==> config.mk <==
export PLATFORM = sky130hd
export DESIGN_NAME = axi_stream_rr_arbiter
export DESIGN_NICKNAME = d
export VERILOG_FILES = /design/src/rtl/axi_stream_rr_arbiter.sv
export SDC_FILE = /design/constraint.sdc
export NUM_CORES = 1
export LEC_CHECK = 0
export CAP_MARGIN = 0
export CORE_ASPECT_RATIO = 1.1
export CORE_MARGIN = 2
export CORE_UTILIZATION = 47
export DETAILED_ROUTE_END_ITERATION = 8
export GPL_ROUTABILITY_DRIVEN = 1
export GPL_TIMING_DRIVEN = 0
export PLACE_DENSITY = 0.86
export SLEW_MARGIN = 20
export SYNTH_ARGS = -nofsm -noshare
export SYNTH_HDL_FRONTEND = slang
export SYNTH_SLANG_ARGS = --single-unit
export TNS_END_PERCENT = 10
==> constraint.sdc <==
create_clock -name aclk_i -period 9.15 [get_ports aclk_i]
set_input_delay 1.3725 -clock aclk_i [delete_from_list [all_inputs] [get_ports aclk_i]]
set_output_delay 1.3725 -clock aclk_i [all_outputs]
set_load 0.02 [all_outputs]
==> src/rtl/axi_stream_rr_arbiter.sv <==
// ============================================================================
//  Module   : axi_stream_rr_arbiter
//  Purpose  : N:1 round-robin stream arbiter with one registered output stage
//             tagging each beat with its source index. Define ARB_PKT_LOCK_EN
//             to keep packets (terminated by last) contiguous on the output.
//  Revision : 1.0  initial release
// ============================================================================
`timescale 1ns/1ps
`default_nettype none

module axi_stream_rr_arbiter #(
    parameter int NUM_REQ = 4,
    parameter int DWIDTH  = 8,
    parameter int IDW     = $clog2(NUM_REQ)
) (
    input  logic                      aclk_i,
    input  logic                      aresetn_i,
    input  logic [NUM_REQ-1:0]        s_valid_i,
    input  logic [NUM_REQ*DWIDTH-1:0] s_data_i,
    input  logic [NUM_REQ-1:0]        s_last_i,
    output logic [NUM_REQ-1:0]        s_ready_o,
    output logic                      m_valid_o,
    output logic [DWIDTH-1:0]         m_data_o,
    output logic                      m_last_o,
    output logic [IDW-1:0]            m_src_o,
    input  logic                      m_ready_i
);

    localparam logic [IDW-1:0] c_last_idx = IDW'(NUM_REQ - 1);
    localparam logic [IDW:0]   c_num_req  = (IDW+1)'(NUM_REQ);

    logic                  r_m_valid;
    logic [DWIDTH-1:0]     r_m_data;
    logic                  r_m_last;
    logic [IDW-1:0]        r_m_src;
    logic [IDW-1:0]        r_rr_ptr;

    logic                  w_load_en;
    logic [2*NUM_REQ-1:0]  w_valid_dbl;
    logic [NUM_REQ-1:0]    w_valid_rot;
    logic                  w_any_valid;
    logic [IDW-1:0]        w_offset;
    logic [IDW:0]          w_sum;
    logic [IDW-1:0]        w_rr_winner;
    logic [IDW-1:0]        w_sel;
    logic [IDW-1:0]        w_sel_inc;
    logic                  w_sel_en;
    logic [NUM_REQ-1:0]    w_grant;
    logic                  w_xfer;
    logic [DWIDTH-1:0]     w_data;
    logic                  w_last;

    assign w_load_en   = ~r_m_valid | m_ready_i;
    assign w_any_valid = |s_valid_i;

    // Rotate valids so that bit 0 corresponds to the pointer position; the
    // lowest set bit is then the offset of the winner from the pointer.
    assign w_valid_dbl = {s_valid_i, s_valid_i} >> r_rr_ptr;
    assign w_valid_rot = w_valid_dbl[NUM_REQ-1:0];

    always_comb begin
        w_offset = '0;
        for (int i = NUM_REQ - 1; i >= 0; i--) begin
            if (w_valid_rot[i]) begin
                w_offset = IDW'(i);
            end
        end
    end

    assign w_sum       = {1'b0, r_rr_ptr} + {1'b0, w_offset};
    assign w_rr_winner = (w_sum >= c_num_req) ? IDW'(w_sum - c_num_req) : w_sum[IDW-1:0];

`ifdef ARB_PKT_LOCK_EN
    typedef enum logic [0:0] {
        ST_IDLE   = 1'b0,
        ST_LOCKED = 1'b1
    } state_t;

    state_t         r_state;
    logic [IDW-1:0] r_owner;

    // A locked owner keeps the grant even while its valid is low.
    assign w_sel    = (r_state == ST_LOCKED) ? r_owner : w_rr_winner;
    assign w_sel_en = (r_state == ST_LOCKED) | w_any_valid;
`else
    assign w_sel    = w_rr_winner;
    assign w_sel_en = w_any_valid;
`endif

    always_comb begin
        w_grant = '0;
        for (int i = 0; i < NUM_REQ; i++) begin
            if (w_sel == IDW'(i)) begin
                w_grant[i] = w_sel_en & w_load_en & aresetn_i;
            end
        end
    end

    always_comb begin
        w_data = '0;
        w_last = 1'b0;
        for (int i = 0; i < NUM_REQ; i++) begin
            if (w_grant[i]) begin
                w_data = s_data_i[i*DWIDTH +: DWIDTH];
                w_last = s_last_i[i];
            end
        end
    end

    assign w_xfer    = |(w_grant & s_valid_i);
    assign w_sel_inc = (w_sel == c_last_idx) ? '0 : w_sel + 1'b1;

    always_ff @(posedge aclk_i or negedge aresetn_i) begin
        if (!aresetn_i) begin
            r_m_valid <= 1'b0;
            r_m_data  <= '0;
            r_m_last  <= 1'b0;
            r_m_src   <= '0;
            r_rr_ptr  <= '0;
`ifdef ARB_PKT_LOCK_EN
            r_state   <= ST_IDLE;
            r_owner   <= '0;
`endif
        end else if (w_xfer) begin
            r_m_valid <= 1'b1;
            r_m_data  <= w_data;
            r_m_last  <= w_last;
            r_m_src   <= w_sel;
`ifdef ARB_PKT_LOCK_EN
            if (r_state == ST_LOCKED) begin
                if (w_last) begin
                    r_rr_ptr <= w_sel_inc;
                    r_state  <= ST_IDLE;
                end
            end else if (w_last) begin
                r_rr_ptr <= w_sel_inc;
            end else begin
                r_owner <= w_sel;
                r_state <= ST_LOCKED;
            end
`else
            r_rr_ptr  <= w_sel_inc;
`endif
        end else if (m_ready_i) begin
            r_m_valid <= 1'b0;
        end
    end

    assign s_ready_o = w_grant;
    assign m_valid_o = r_m_valid;
    assign m_data_o  = r_m_data;
    assign m_last_o  = r_m_last;
    assign m_src_o   = r_m_src;

endmodule

`default_nettype wire

==> flow_summary.toml, run 1 <==
[grt]
grt_max_degree = 18
grt_overflow = 0
grt_first_pass_wirelength_mm = 7.55
grt_antenna_before_repair = 0
grt_pass1_vias = 1630
grt.total_usage = 0.260

[finish]
drive_above_1_share = 0.168
area.growth.synth_to_final_pct = 42.2
layout_commonest_cell = "clkdlybuf4s50_1"
antenna_cells = 0
num-nets-final = 278
layout_common_cells = "55 x clkdlybuf4s50_1, 18 x o21ai_0, 15 x nor2_1"

[flow_run]
cap_violations = 0

[die]
num_rows = 21
die_area_sq_um = 3640
core_region_area_sq_um = 3050
die_w_um = 57.7
start_util = 0.489
pin_count = 59
die_h_um = 63.1

[setup_path]
cp_data_arrival_time_ns = 5.36
r2r_setup_slack_ns = 4.98
critPathTopFamily = "buffers and inverters"
startpoint_type = "primary input"
critPathSlowestCell = "clkdlybuf4s50_1"
cp_cell_sequence = "clkdlybuf4s50_1 -> nor2_1 -> a221o_1 -> nand2_1 -> o221ai_1 -> ha_1 -> xnor2_1 -> a21oi_1 -> buf_2 -> nor2_1 -> ha_1 -> nand4_2 -> buf_4 -> inv_1 -> clkdlybuf4s50_1"
crit_buf_inv = 5
critical_path_class = "in -> out"
slowest_delay_ns = 0.64
endpoint_kind = "output port"
cp.required_ns = 7.78
critPathMaxFanout = 10

[clock_network]
ctsHtreeMaxLevel = 1
postCtsHoldBufs = 0
clockBufferDepth = 2
cts_setup_buffers = 0
cts_buffers = 3
clk_latency_ns = 0.29
path_clk_slew_ns = 0.10
clock-sinks = 14
cts_tree = "built"
ctsResizeCount = 0
cts_root_buf = "clkbuf_4"

[synth]
synth_cell_type_count = 42
synth-edff-count = 0
synth.avg_cell_area_sq_um = 8.61
ys_warn_count = 0
ys_seq_area_frac = 0.235
synthFlopType = "dfrtp_1"
netlist_instances = 173
syn-cell-area_sq_um = 1490
ys_ff_latch = 14
ys_async_sr_fraction = 1.00
syn_nets = 218

[timing]
worstMarginPinSlew_ns = 0.791
finClkSkew_ns = 0.000941
finalHoldViolCount = 0
post-route-period-util = 0.735
rsz0062_at_grt = "no"
period_needed_ns = 6.73
setup_viol = 0
relSlewSlack = 0.471
setup_tns_ns = 0
drv_slew = 0
timing.fmax_mhz = 149
holdWs_ns = 0.518

[place]
io_buffers = 55
dp_hpwl_mm = 3.26
gp_congestion = 0.830

[power]
cellPowerDensity_nw_per_um2 = 428
ir_drop_uv = 294
power.leakage_nw = 0.848

[run_status]
status = "finished, final reports clean"

[routing]
wirelength_mm = 4.58
vias = 1598
avgRoutedWirePerCell_um = 17.2
drc = 0
first_iter_violations = 111
ant_nets = 0
viasPerCell = 6.01
first_pass_iters = 4

[hold_path]
hold_class = "reg -> reg"
[cells by family after synthesis]
group	Yosys count	synth area share
and+or+nand+nor	70	0.311
muxes	15	0.140
xor gates and xnor gates	2	0.0118
DFF	14	0.235
buffers and inverters	23	0.0831
AOI/OAI and AO/OA	47	0.202
adders and majority gates	2	0.0168
[synth_stat cells, types with 5 or more instances]
library cell	n	area (sq um)
nor4b_1	8	70.1
inv_1	10	37.5
a21oi_1	10	50.1
nor4_1	10	62.6
o21ai_0	18	90.1
a31oi_1	9	56.3
nor2_1	15	56.3
dfrtp_1	14	350
nor2b_1	11	68.8
nor3b_1	5	37.5
mux2_4	11	165
[path summary, 6_finish.rpt]
kind	startpoint	to	cells past startpoint
min in group asynchronous	aresetn_i	m_data_o[4]	1
worst min register to register	m_data_o[6]	m_data_o[6]	1
worst max-delay path	s_valid_i[0]	s_ready_o[3]	15
worst max register to register	r_rr_ptr[0]	m_data_o[7]	16
max in group asynchronous	aresetn_i	m_last_o	1
worst min-delay path	m_data_o[6]	m_data_o[6]	1
[power breakdown]
| group | internal [mW] | switching, mW | total [mW] | leakage [nW] |
|---|---|---|---|---|
| clock network | 0.0243 | 0.0243 | 0.0486 | 0.0210 |
| registers | 0.0968 | 0.0200 | 0.117 | 0.168 |
| logic | 0.349 | 0.393 | 0.741 | 0.660 |
| total | 0.470 | 0.437 | 0.907 | 0.848 |
[metal layers]
metal  wire length, um  vias up  part of all wire  GRT usage
met1              1880      737              0.41      0.344
met4                39        0            0.0085     0.0523
li1                  -      761                 -          -
met5                 0        -                 0          0
met3               382        4             0.083     0.0411
met2              2280       96              0.50      0.443
[state kept, by name, summed over array words and instances (netlist names)]
signal	count
m_data_o	8
m_last_o	1
m_valid_o	1
r_rr_ptr	2
m_src_o	2
[stage by stage]
step,setup slack (ns),std cells,instance area (sq um),utilization,power [mW]
after floorplan,4.02,173,1490,-,0.643
after global placement,2.59,262,2080,0.683,0.829
after detailed placement,2.50,262,2080,0.683,0.847
after CTS,2.46,266,2120,0.695,0.899
after global routing,2.26,266,2120,0.695,0.977
final,2.42,266,2120,0.695,0.907
[layout make-up]
type	count	area [sq um]
sequential	14	350
buffer	13	86.3
inverter	10	37.5
multi-input combinational	136	1020
fill	255	928
clock buffer	4	36.3
timing repair buffer	55	551
tap	34	42.5
Note: power is estimated with default switching activity, not from simulation.
==> run 2, diff against run 1 <==
- CORE_UTILIZATION: 47 -> 44
- PLACE_DENSITY: 0.86 -> 0.81
- clock period: 9.15 -> 6.5 ns (I/O delays scaled with it)
==> flow_summary.toml, run 2 (synthesized netlist as in run 1, its figures left out) <==
[setup_path]
r2r_end = "m_data_o[5]"
cp.required_ns = 5.52
startpoint_type = "primary input"
critPathMaxFanout = 10
cp_cell_sequence = "clkdlybuf4s50_1 -> nor2_1 -> a221o_1 -> nand2_1 -> o221ai_1 -> ha_1 -> xnor2_1 -> a21oi_1 -> buf_2 -> nor2_1 -> ha_1 -> nand4_2 -> buf_4 -> inv_1 -> clkdlybuf4s50_1"
r2r_setup_slack_ns = 2.42
slowest_delay_ns = 0.62
endpoint_kind = "output port"
critical_path_class = "in -> out"
r2r_cells = 16
critPathSlowestCell = "clkdlybuf4s50_1"
r2r-start = "r_rr_ptr[0]"
cp_data_arrival_time_ns = 4.82

[finish]
layout_commonest_cell = "clkdlybuf4s50_1"
nFillCells = 283
final_core_utilization = 0.648
largest_reg_flops = 8
drive_above_1_share = 0.168
antenna_cells = 0
num-nets-final = 278
layout_common_cells = "55 x clkdlybuf4s50_1, 18 x o21ai_0, 15 x nor2_1"
area.growth.synth_to_final_pct = 42.4
final_area_sq_um = 2120
final_cells = 268

[routing]
ant_nets = 0
first_iter_violations = 86
viasPerCell = 6.09
avgRoutedWirePerCell_um = 16.3
first_pass_iters = 4
drc = 0
wirelength_mm = 4.38
vias = 1631

[clock_network]
clk_latency_ns = 0.29
clock-sinks = 14
clockBufferDepth = 2
cts_setup_buffers = 0
ctsHtreeMaxLevel = 1
cts_tree = "built"
path_clk_slew_ns = 0.09
postCtsHoldBufs = 0
cts_root_buf = "clkbuf_4"
ctsResizeCount = 0
cts_buffers = 3

[timing]
period_needed_ns = 5.80
rsz0062_at_grt = "no"
setup_tns_ns = 0
post-route-period-util = 0.892
timing.final.ws_setup_ns = 0.703
relSlewSlack = 0.429
finClkSkew_ns = 0.0131
setup_viol = 0
worstMarginPinSlew_ns = 0.854
holdWs_ns = 0.517
finalHoldViolCount = 0
drv_slew = 0
timing.fmax_mhz = 172

[place]
gp_congestion = 0.779
pre_cts_slack_ns = 0.752
dp_hpwl_mm = 3.16
io_buffers = 55
dp_cells = 264
placed_area_sq_um = 2090

[grt]
grt_overflow = 0
grt_antenna_before_repair = 0
grt_pass1_vias = 1470
grt_max_degree = 18
grt.total_usage = 0.230
grt_first_pass_wirelength_mm = 6.88

[power]
power_mw = 1.27
power.internal_mw = 0.660
switching_share = 0.479
seq_power_share = 0.127
p_sw_mw = 0.607
cellPowerDensity_nw_per_um2 = 597
clockPowerShare = 0.052
ir_drop_uv = 303
power.leakage_nw = 0.848
p_comb_frac = 0.821

[run_status]
status = "finished, final reports clean"

[hold_path]
min_from = "m_data_o[3]"
hold_depth = 1
hold_class = "reg -> reg"
min_to = "m_data_o[3]"

[die]
pin_count = 59
die_w_um = 59.5
die_h_um = 65.0
start_util = 0.455
num_rows = 22
core_region_area_sq_um = 3280
die_area_sq_um = 3870

[flow_run]
cap_violations = 0
[run 2: cell counts in the layout (fill, tap and decap cells not counted)]
No cell type changed its count.
[run 2: cell type report]
class	instances	area, sq um	area share
repair buffers	55	551	0.259
plain buffers	13	86.3	0.0407
well taps	36	45.0	0.0212
clock buffers	4	36.3	0.0171
inverters	10	37.5	0.0177
flip-flops and latches	14	350	0.165
multi-input cells	136	1020	0.479
[run 2: worst max-delay path by stage]
stage / from / endpoint / slack [ns] / depth (start not counted)
global placement: s_valid_i[0] / s_ready_o[3] / 0.72 / 15
detailed placement: s_valid_i[0] / s_ready_o[3] / 0.75 / 15
CTS: s_valid_i[0] / s_ready_o[3] / 0.71 / 15
finish: s_valid_i[0] / s_ready_o[3] / 0.70 / 15
global route: s_valid_i[0] / s_ready_o[3] / 0.45 / 15
floorplan: s_valid_i[1] / s_ready_o[3] / 2.16 / 14
[run 2: critical path: cells and delay by family]
family	cells	cell delay, ns
buf+inv	5	1.77
simple gates	4	0.62
compound gates	3	0.55
fa+ha+maj	2	0.50
xor+xnor	1	0.39
[run 2: power by group through the flow]
stage | registers (mW) | clock network, mW | logic [mW]
after floorplan | 0.206 | 0 | 0.700
after CTS | 0.160 | 0.0666 | 1.03
final | 0.161 | 0.0662 | 1.04
after global placement | 0.160 | 0 | 1.01
after detailed placement | 0.162 | 0 | 1.02
after global routing | 0.166 | 0.0703 | 1.12
[run 2: routing by layer]
layer,GRT usage,share of wire,routed length (um),up-vias
met4,0.0369,0.0030,13,0
met3,0.0279,0.086,377,2
met1,0.320,0.43,1870,763
met5,0,0,0,-
li1,-,-,-,768
met2,0.380,0.48,2120,98
==> run 3, diff against run 2 <==
- CTS_CLUSTER_DIAMETER: not set -> 200
==> results of run 3 <==
No change in the layout: final DEF, timing and power equal those of run 2.
==> edit (flow settings as in run 3) <==
Change the parameter `DWIDTH` from 8 to 9.
--- a/src/rtl/axi_stream_rr_arbiter.sv
+++ b/src/rtl/axi_stream_rr_arbiter.sv
@@ -11,5 +11,5 @@
 module axi_stream_rr_arbiter #(
     parameter int NUM_REQ = 4,
-    parameter int DWIDTH  = 8,
+    parameter int DWIDTH  = 9,
     parameter int IDW     = $clog2(NUM_REQ)
 ) (
Ports: changed (resized m_data_o and s_data_i); port bits go from 59 to 64. The function was not compared with the original's and may differ.
==> edit against run 3 <==
Worst setup slack worse by 0.21 ns; sequential cell count grew 1; clock skew shrank 0.0094 ns; wire length grew 4.6%; cell area is 0.83% lower; power increased by 5.0%; synthesized area fell by 4.5%; clock power shrank 18%; cell count decreased by 3.7%; register-to-register slack improved by 0.07 ns; count of clock-buffer cells in the layout down 1; critical path type unchanged; critical endpoint unchanged.
==> edit: results (changes against run 3) <==
| Metric | Value |
|---|---|
| Final Skew | `0.003663 ns (was 0.01306 ns)` |
| R2R Setup Slk | `2.49 ns (was 2.42 ns)` |
| Ranking of synthesized cells by area | `dfrtp_1 (26%), a2bb2oi_1 (6.2%), o41ai_1 (6.2%) (was dfrtp_1 (24%), mux2_4 (11%), o21ai_0 (6.0%))` |
| Clock Latency Late Sink | `0.29 ns (about the same)` |
| Vias/cell | `6.337 (was 6.086)` |
| Fraction of final layout cells with drive strength greater than 1 | `9.375% (was 16.81%)` |
| Global-route wire length before repair | `7645 um (was 6879 um)` |
| Hpwl dp | `3691 um (was 3157 um)` |
| Hold Path Origin | `m_src_o[1] (was m_data_o[3])` |
| Status | `complete, no violations (unchanged)` |
| Max frequency | `0.1665 GHz (was 0.1725 GHz)` |
| Maximum number of pins on one net before global-route repair | `17 (was 18)` |
| Gr usage total | `26.03% (was 22.96%)` |
| Max VDD drop | `524.7 uV (was 302.7 uV)` |
| Worst reg2reg path depth | `17 (was 16)` |
| Drt wl/cell | `17.76 um (was 16.34 um)` |
| Fill count | `266 (was 283)` |
| Initial DRC Count | `58 (was 86)` |
| Critical Path AT | `5.03 ns (was 4.82 ns)` |
| Worst slack, placed | `0.5615 ns (was 0.7516 ns)` |
| Final Wtd Congestion | `0.8131 (was 0.7789)` |
| IO Port Bufs | `61 (was 55)` |
| Syn_area_per_cell | `8.955 um^2 (was 8.614 um^2)` |
| Pleak | `0.7747 nW (was 0.8481 nW)` |
| Placed insts | `254 (was 264)` |
| Register area share after synthesis | `26.36% (was 23.51%)` |
| Drt pass-1 iters | `5 (was 4)` |
| Final net count | `274 (was 278)` |
| Syn Nets | `208 (was 218)` |
| Most frequent cells after synthesis | `clkbuf_1 (16), dfrtp_1 (15), nand2b_1 (12), o31ai_1 (11) (was o21ai_0 (18), nor2_1 (15), dfrtp_1 (14), mux2_4 (11), nor2b_1 (11))` |
| Placed cell areas | `0.002077 mm^2 (was 0.002086 mm^2)` |
| Slew @ Worst Pin | `0.6889 ns (was 0.8536 ns)` |
| Vias in the first global route | `1701 (was 1470)` |
| Root buffer cell | `clkbuf_4 (unchanged)` |
| Post-synth cell types | `39 (was 42)` |
| Ant diodes | `0 (unchanged)` |
edit: cell count changes after synthesis, sizes merged, moves of 9 or more:
| cell | delta |
|---|---|
| a21oi | -9 |
| clkbuf | +11 |
| nor4b | -9 |
| nand2b | +10 |
| o31ai | +20 |
| nor2 | -9 |
| a2bb2oi | +10 |
| o21ai | -19 |
| o41ai | +10 |
| nor2b | -9 |
edit: how the worst min path moves through the flow:
stage | end | slack (ns)
2_1_floorplan | m_valid_o | 0.61
3_3_place_gp | m_src_o[1] | 0.48
3_5_place_dp | m_src_o[1] | 0.49
4_1_cts | m_src_o[1] | 0.51
5_1_grt | m_src_o[1] | 0.54
6_report | m_src_o[1] | 0.50
edit: cell families after synthesis:
| kind of cell | Yosys count | share of synthesized area (%) |
|---|---|---|
| AOI/OAI and AO/OA | 63 | 39.37 |
| xor gates and xnor gates | 2 | 1.230 |
| adders and majority gates | 2 | 1.757 |
| buffers and inverters | 24 | 7.645 |
| DFF | 15 | 26.36 |
| muxes | 6 | 5.008 |
| and+or+nand+nor | 47 | 18.63 |
edit: final cells by class:
class	instances	area, um^2	area share, %
repair buffers	61	610.6	29.01
well taps	34	42.54	2.021
multi-input cells	120	939.7	44.65
inverters	3	11.26	0.5351
clock buffers	3	22.52	1.070
clock inverters	1	5.005	0.2378
plain buffers	21	97.59	4.637
flip-flops and latches	15	375.4	17.84
edit: per-layer routing:
metal	global-route usage [%]	vias up	part of all wire, %
li1	-	770	-
met1	31.57	774	41
met2	45.88	75	49
met3	2.053	16	6.5
met4	11.34	0	3.3
met5	0	-	0
edit: worst max-delay path, stage by stage:
cell             delay (ns)
clkdlybuf4s50_1        0.59
nor2_1                 0.07
a221o_1                0.34
nand2_1                0.07
o221ai_1               0.12
ha_1                   0.25
xor2_1                 0.17
a21oi_1                0.23
nor2_1                 0.11
inv_1                  0.13
ha_1                   0.28
clkbuf_1               0.37
inv_1                  0.08
nor2_1                 0.15
clkbuf_1               0.39
clkdlybuf4s50_1        0.69
edit: where the power goes:
| part | switching, mW | internal [mW] | leakage, nW |
|---|---|---|---|
| combinational | 0.650 | 0.459 | 0.572 |
| clock | 0.0316 | 0.0229 | 0.0177 |
| sequential | 0.0246 | 0.143 | 0.185 |
